--- src/rtl/uart_link_if.sv ---
// uart_link_if: the core's two byte handshakes toward the serial link
// master is the core side, slave is the uart_link side.
interface uart_link_if;
    logic [7:0] uart_in_data;
    logic       uart_in_valid;
    logic       uart_in_ready;
    logic       uart_out_valid;
    logic [7:0] uart_out_data;
    logic       uart_out_ready;
    modport master (
        output uart_in_data, uart_in_valid, uart_out_valid,
        input  uart_in_ready, uart_out_data, uart_out_ready
    );
    modport slave (
        input  uart_in_data, uart_in_valid, uart_out_valid,
        output uart_in_ready, uart_out_data, uart_out_ready
    );
endinterface

--- src/rtl/uart_link.sv ---
// uart_link: 8N1 transmitter plus FIFO-backed 8N1 receiver answering the core's byte handshakes
// Both handshakes are guarded by arm flags so a valid lingering one cycle past ready is not served twice.
module uart_link #(
    parameter int CLK_PER_BIT = 868,
    parameter int RX_DEPTH = 16
) (
    input  logic       clk,
    input  logic       reset,
    uart_link_if.slave bus,
    output logic       txd,
    input  logic       rxd,
    output logic       rx_overrun,
    output logic       rx_frame_err
);
    localparam int CW = $clog2(CLK_PER_BIT);
    localparam int AW = $clog2(RX_DEPTH);
    localparam logic [CW-1:0] BIT_END = CW'(CLK_PER_BIT - 1);
    localparam logic [CW-1:0] HALF = CW'(CLK_PER_BIT / 2);
    typedef enum logic [1:0] {TX_IDLE, TX_START, TX_DATA, TX_STOP} tx_state_t;
    typedef enum logic [2:0] {RX_IDLE, RX_START, RX_DATA, RX_STOP, RX_WAIT_HIGH} rx_state_t;
    tx_state_t tx_state_q, tx_state_d;
    rx_state_t rx_state_q, rx_state_d;
    logic [CW-1:0] tx_cnt_q, tx_cnt_d, rx_cnt_q, rx_cnt_d;
    logic [2:0] tx_bit_q, tx_bit_d, rx_bit_q, rx_bit_d;
    logic [7:0] tx_shift_q, tx_shift_d, rx_shift_q, rx_shift_d;
    logic txd_q, txd_d, in_ready_q, in_ready_d, in_arm_q, in_arm_d;
    logic rxd_s1_q, rxd_s2_q, ferr_q, ferr_d, overrun_q, overrun_d;
    logic out_ready_q, out_ready_d, out_arm_q, out_arm_d;
    logic [7:0] out_data_q, out_data_d;
    logic [AW-1:0] wr_ptr_q, wr_ptr_d, rd_ptr_q, rd_ptr_d;
    logic [AW:0] count_q, count_d;
    logic [7:0] fifo_mem [RX_DEPTH];
    logic tx_tick, rx_zero, rx_push, serve, full, wr_en;

    always_comb begin
        tx_state_d = tx_state_q;
        tx_bit_d = tx_bit_q;
        tx_shift_d = tx_shift_q;
        in_ready_d = 1'b0;
        in_arm_d = bus.uart_in_valid ? in_arm_q : 1'b1;
        tx_tick = tx_cnt_q == BIT_END;
        tx_cnt_d = tx_state_q == TX_IDLE ? tx_cnt_q : tx_tick ? '0 : tx_cnt_q + CW'(1);
        case (tx_state_q)
            TX_IDLE: if (bus.uart_in_valid && in_arm_q) begin
                tx_shift_d = bus.uart_in_data;
                in_ready_d = 1'b1;
                in_arm_d = 1'b0;
                tx_cnt_d = '0;
                tx_state_d = TX_START;
            end
            TX_START: if (tx_tick) begin
                tx_bit_d = '0;
                tx_state_d = TX_DATA;
            end
            TX_DATA: if (tx_tick) begin
                tx_shift_d = tx_shift_q >> 1;
                tx_bit_d = tx_bit_q + 3'd1;
                if (tx_bit_q == 3'd7) tx_state_d = TX_STOP;
            end
            default: if (tx_tick) tx_state_d = TX_IDLE;
        endcase
        // txd trails the state by one cycle, so the start bit begins the cycle after ready
        txd_d = tx_state_q == TX_START ? 1'b0 : tx_state_q == TX_DATA ? tx_shift_q[0] : 1'b1;
    end

    always_comb begin
        rx_state_d = rx_state_q;
        rx_bit_d = rx_bit_q;
        rx_shift_d = rx_shift_q;
        rx_push = 1'b0;
        ferr_d = ferr_q;
        rx_zero = rx_cnt_q == '0;
        rx_cnt_d = rx_zero ? BIT_END : rx_cnt_q - CW'(1);
        case (rx_state_q)
            RX_IDLE: begin
                rx_cnt_d = HALF;
                if (!rxd_s2_q) rx_state_d = RX_START;
            end
            RX_START: if (rx_zero) begin
                rx_bit_d = '0;
                rx_state_d = rxd_s2_q ? RX_IDLE : RX_DATA;
            end
            RX_DATA: if (rx_zero) begin
                rx_shift_d = {rxd_s2_q, rx_shift_q[7:1]};
                rx_bit_d = rx_bit_q + 3'd1;
                if (rx_bit_q == 3'd7) rx_state_d = RX_STOP;
            end
            RX_STOP: if (rx_zero) begin
                rx_push = rxd_s2_q;
                ferr_d = ferr_q | !rxd_s2_q;
                rx_state_d = rxd_s2_q ? RX_IDLE : RX_WAIT_HIGH;
            end
            default: if (rxd_s2_q) rx_state_d = RX_IDLE;
        endcase
    end

    always_comb begin
        serve = bus.uart_out_valid && out_arm_q && count_q != '0;
        full = count_q == (AW+1)'(RX_DEPTH);
        // a pop in the same cycle frees the slot, so a full FIFO still accepts the push
        wr_en = rx_push && (!full || serve);
        overrun_d = overrun_q | (rx_push && full && !serve);
        out_ready_d = serve;
        out_data_d = serve ? fifo_mem[rd_ptr_q] : out_data_q;
        out_arm_d = serve ? 1'b0 : bus.uart_out_valid ? out_arm_q : 1'b1;
        rd_ptr_d = rd_ptr_q + AW'(serve);
        wr_ptr_d = wr_ptr_q + AW'(wr_en);
        count_d = count_q + (AW+1)'(wr_en) - (AW+1)'(serve);
    end

    always_ff @(posedge clk) begin
        if (wr_en) fifo_mem[wr_ptr_q] <= rx_shift_q;
    end

    always_ff @(posedge clk or posedge reset) begin
        if (reset) begin
            tx_state_q <= TX_IDLE;
            tx_cnt_q <= '0;
            tx_bit_q <= '0;
            tx_shift_q <= '0;
            txd_q <= 1'b1;
            in_ready_q <= 1'b0;
            in_arm_q <= 1'b1;
            rxd_s1_q <= 1'b1;
            rxd_s2_q <= 1'b1;
            rx_state_q <= RX_IDLE;
            rx_cnt_q <= '0;
            rx_bit_q <= '0;
            rx_shift_q <= '0;
            ferr_q <= 1'b0;
            overrun_q <= 1'b0;
            out_ready_q <= 1'b0;
            out_arm_q <= 1'b1;
            out_data_q <= '0;
            wr_ptr_q <= '0;
            rd_ptr_q <= '0;
            count_q <= '0;
        end else begin
            tx_state_q <= tx_state_d;
            tx_cnt_q <= tx_cnt_d;
            tx_bit_q <= tx_bit_d;
            tx_shift_q <= tx_shift_d;
            txd_q <= txd_d;
            in_ready_q <= in_ready_d;
            in_arm_q <= in_arm_d;
            rxd_s1_q <= rxd;
            rxd_s2_q <= rxd_s1_q;
            rx_state_q <= rx_state_d;
            rx_cnt_q <= rx_cnt_d;
            rx_bit_q <= rx_bit_d;
            rx_shift_q <= rx_shift_d;
            ferr_q <= ferr_d;
            overrun_q <= overrun_d;
            out_ready_q <= out_ready_d;
            out_arm_q <= out_arm_d;
            out_data_q <= out_data_d;
            wr_ptr_q <= wr_ptr_d;
            rd_ptr_q <= rd_ptr_d;
            count_q <= count_d;
        end
    end

    assign txd = txd_q;
    assign bus.uart_in_ready = in_ready_q;
    assign bus.uart_out_ready = out_ready_q;
    assign bus.uart_out_data = out_data_q;
    assign rx_overrun = overrun_q;
    assign rx_frame_err = ferr_q;
endmodule
--- src/flat_wrapper.sv ---
// flat-port wrapper written by rule: the top's interface ports become plain ports
module uart_link_flat 
#(
    parameter int CLK_PER_BIT = 868,
    parameter int RX_DEPTH = 16
)
  (clk, reset, txd, rxd, rx_overrun, rx_frame_err, bus_uart_in_data, bus_uart_in_valid, bus_uart_out_valid, bus_uart_in_ready, bus_uart_out_data, bus_uart_out_ready);
  uart_link_if bus_i ();
  input  logic clk;
  input  logic reset;
  output logic txd;
  input  logic rxd;
  output logic rx_overrun;
  output logic rx_frame_err;
  input wire logic [$bits(bus_i.uart_in_data)-1:0] bus_uart_in_data;
  input wire logic [$bits(bus_i.uart_in_valid)-1:0] bus_uart_in_valid;
  input wire logic [$bits(bus_i.uart_out_valid)-1:0] bus_uart_out_valid;
  output wire logic [$bits(bus_i.uart_in_ready)-1:0] bus_uart_in_ready;
  output wire logic [$bits(bus_i.uart_out_data)-1:0] bus_uart_out_data;
  output wire logic [$bits(bus_i.uart_out_ready)-1:0] bus_uart_out_ready;
  assign bus_i.uart_in_data = bus_uart_in_data;
  assign bus_i.uart_in_valid = bus_uart_in_valid;
  assign bus_i.uart_out_valid = bus_uart_out_valid;
  assign bus_uart_in_ready = bus_i.uart_in_ready;
  assign bus_uart_out_data = bus_i.uart_out_data;
  assign bus_uart_out_ready = bus_i.uart_out_ready;
  uart_link #(.CLK_PER_BIT(CLK_PER_BIT), .RX_DEPTH(RX_DEPTH)) u_core (.clk(clk), .reset(reset), .bus(bus_i), .txd(txd), .rxd(rxd), .rx_overrun(rx_overrun), .rx_frame_err(rx_frame_err));
endmodule
--- config.mk ---
export PLATFORM = sky130hd
export DESIGN_NAME = uart_link_flat
export DESIGN_NICKNAME = d
export VERILOG_FILES = /design/src/rtl/uart_link_if.sv /design/src/rtl/uart_link.sv /design/src/flat_wrapper.sv
export SDC_FILE = /design/constraint.sdc
export NUM_CORES = 1
export LEC_CHECK = 0
export ABC_AREA = 1
export BUFFER_PORTS_ARGS = -buffer_cell sky130_fd_sc_hd__buf_2
export CELL_PAD_IN_SITES_DETAIL_PLACEMENT = 1
export CELL_PAD_IN_SITES_GLOBAL_PLACEMENT = 2
export CORE_ASPECT_RATIO = 2
export CORE_MARGIN = 1.5
export CORE_UTILIZATION = 41
export DETAILED_ROUTE_END_ITERATION = 10
export MAX_ROUTING_LAYER = met4
export PLACE_DENSITY_LB_ADDON = 0.1
export SYNTH_ARGS = -nofsm -noshare
export SYNTH_HDL_FRONTEND = slang
export SYNTH_SLANG_ARGS = --single-unit
--- constraint.sdc ---
create_clock -name clk -period 3.7 [get_ports clk]
set_clock_uncertainty 0.15 [all_clocks]
set_input_delay 0.74 -clock clk [delete_from_list [all_inputs] [get_ports clk]]
set_output_delay 0.74 -clock clk [all_outputs]
set_load 0.05 [all_outputs]
==> flow_summary.yaml <==
status:
  status: "finished clean"
placement:
  portBuffers: 25
  gp_congestion: 0.858
  placed_cells: 1212
  place_hpwl_um: 16600
floorplan:
  num_rows: 77
  ios: 26
  die_y_um: 215
  die_area_um2: 23400
  fp.coreArea_um2: 22100
  chipWidth_um: 109
  initial_utilization_pct: 41.7
drt:
  wl_met3_um: 556
  top_layer: "met4"
  drc: 0
  dr.pass1.iters: 4
  first_iter_violations: 213
  met2WireLength_um: 13500
  wl_um: 23500
  drtAntennaViolNets: 0
  via_count: 6315
  met1Wirelength_um: 8470
  vias_per_cell: 5.07
  avgRoutedWirePerCell_um: 18.9
global_routing:
  grt_max_degree: 74
  grt.total_usage_pct: 22.1
  grt_first_pass_wirelength_um: 37800
  grt_pass1_vias: 6978
  antenna_found_initial: 0
  grt_overflow: 0
yosys:
  synth_nets: 960
  synth-async-reset-ratio_pct: 37.6
  yosysUniqueCellTypes: 41
  syn_inst: 926
  synth_flop_cell: "edfxtp_1"
  yosys_warnings: 0
  synth_edf_count: 128
  avgSynthCellArea_um2: 9.94
  synth_area_um2: 9210
  seq_area_frac_synth_pct: 62.7
  synth_seq_cells: 205
worst_setup_path:
  crit_buf_inv: 4
  cpPeakStageDelay_ps: 410
  timing.rr.start: "u_core.count_q[3]"
  critPathCaptureType: "register"
  path_cells: "inv_1 > ha_1 > nand2_1 > nor2_1 > nand2_1 > nand3_2 > clkinv_1 > ha_1 > inv_1 > ha_1 > inv_1 > fa_1 > o21ai_0 > a21oi_1 > xor2_1"
  path_class: "register to register"
  critical_path_required_ps: 3940
  arrival_ps: 3270
  critPathSlowestCell: "fa_1"
  startpoint_type: "register"
  critPathMaxFanout: 9
  rrSetupSlack_ps: 670
  crit_start: "u_core.count_q[3]"
  cp_top_family: "adder cells"
final_layout:
  finalNonFillerCells: 1246
  drive_gt1_share_pct: 10.6
  final-seq-area_um2: 5780
  fillers: 2493
  diodes: 0
  multiInputGateArea_um2: 2770
  final_common_cell: "nand2_1"
  synthToLayoutAreaGrowth_pct: 11.6
  fin_nets: 991
  final_cell_mix: "287 x nand2_1, 132 x inv_1, 128 x edfxtp_1, 100 x nand3_1, 71 x dfrtp_1"
clocking:
  clock_latency_ps: 510
  clock_path_buffers: 3
  cts_hold_buf: 0
  clock-root-buffer: "clkbuf_16"
  cts_sinks: 205
  post_cts_buffers: 0
  tritoncts: "built"
  h-tree-depth: 1
  cts_resized: 0
  clkTransAtPathRegs_ps: 70
  cts_buffers: 19
sta:
  period_needed_ps: 3030
  timing.final.crit_share_pct: 81.8
  fmax_mhz: 331
  tns_ps: 0
  maxSlewHeadroom_pct: 26.1
  hold_viol: 0
  slew_violations: 0
  finalSetupViolCount: 0
  tightest_slew_ps: 1110
  rsz0062_at_grt: "no"
min_path:
  worstHoldStart: "rxd"
  hp-class: "input port to register"
run:
  maxCapViolations: 0
pwr:
  vdd_ir_drop_max_v: 0.000515
  leakagePower_nw: 4.69
  powerDensity_nw_per_um2: 682
## through the flow
step                setup WS (ps)  utilization (%)  power, mW  hold WS, ps  instance area (um^2)
finish                        674             46.6       7.01          183                 10300
global route                  424             46.6       7.43          162                 10300
CTS                           625             46.6       7.13          156                 10300
detailed placement            664             43.7       5.05          208                  9630
global placement              907             43.7       4.93          207                  9630
floorplan                     852                -       4.38          195                  9210
## Yosys cell counts, drive strengths merged, types with 5 or more instances
cell    instances  area, um^2
nand2         291        1100
nor2           40         186
nor3            8        40.0
ha             20         250
dfrtp          72        1800
a21oi          10        50.1
dfstp           5         131
o21ai          37         215
o211ai          8        60.1
inv           134         503
nand4           7        65.1
xor2           10        87.6
clkbuf          9        33.8
nand3         103         538
buf            20         120
edfxtp        128        3840
## sequential cells by signal (all words and copies together) (netlist names), 2 cells and up
signal	count
u_core.bus.uart_out_data	8
u_core.count_q	5
u_core.fifo_mem	128
u_core.rd_ptr_q	4
u_core.rx_bit_q	3
u_core.rx_cnt_q	10
u_core.rx_shift_q	8
u_core.rx_state_q	3
u_core.tx_bit_q	3
u_core.tx_cnt_q	10
u_core.tx_shift_q	8
u_core.tx_state_q	2
u_core.wr_ptr_q	4
## logic make-up (layout without fill, tap and decap cells)
kind of cell	count (synthesis)	after routing	synth area share [%]
flip-flops	205	205	62.7
XOR/XNOR	13	13	1.24
buffers and inverters	165	209	7.22
AND/OR/NAND/NOR	452	452	21.2
AO/OA/AOI/OAI	70	70	4.68
adder cells (fa/ha/maj)	21	21	2.94
## where the power goes
group	leakage [nW]	switching, mW	total [mW]	internal, mW
sequential	2.46	0.149	2.78	2.63
clock	0.295	0.889	2.06	1.17
combinational	1.93	1.56	2.17	0.606
## layer usage
metal / global-route usage, % / vias up
met3: 2.21 / 49
met2: 41.1 / 93
met4: 9.78 / 0
li1: - / 3064
met5: - / -
met1: 22.5 / 3109
## path summary, 6_finish.rpt
path | endpoint | cells past startpoint
setup / recovery | u_core.count_q[4] | 15
hold reg to reg | u_core.rxd_s2_q | 0
max in group asynchronous | u_core.in_arm_q | 3
min in group asynchronous | u_core.count_q[4] | 2
setup reg to reg | u_core.count_q[4] | 15
hold / removal | u_core.rxd_s1_q | 1
## cell type report
class                   count  area share [%]
flip-flops and latches    205            56.2
multi-input cells         556            26.9
inverters                 136            4.98
clock buffers              20            4.66
well taps                 276            3.36
repair buffers             39            2.24
clock inverters            14            1.62
Note: power is estimated with default switching activity, not from simulation.
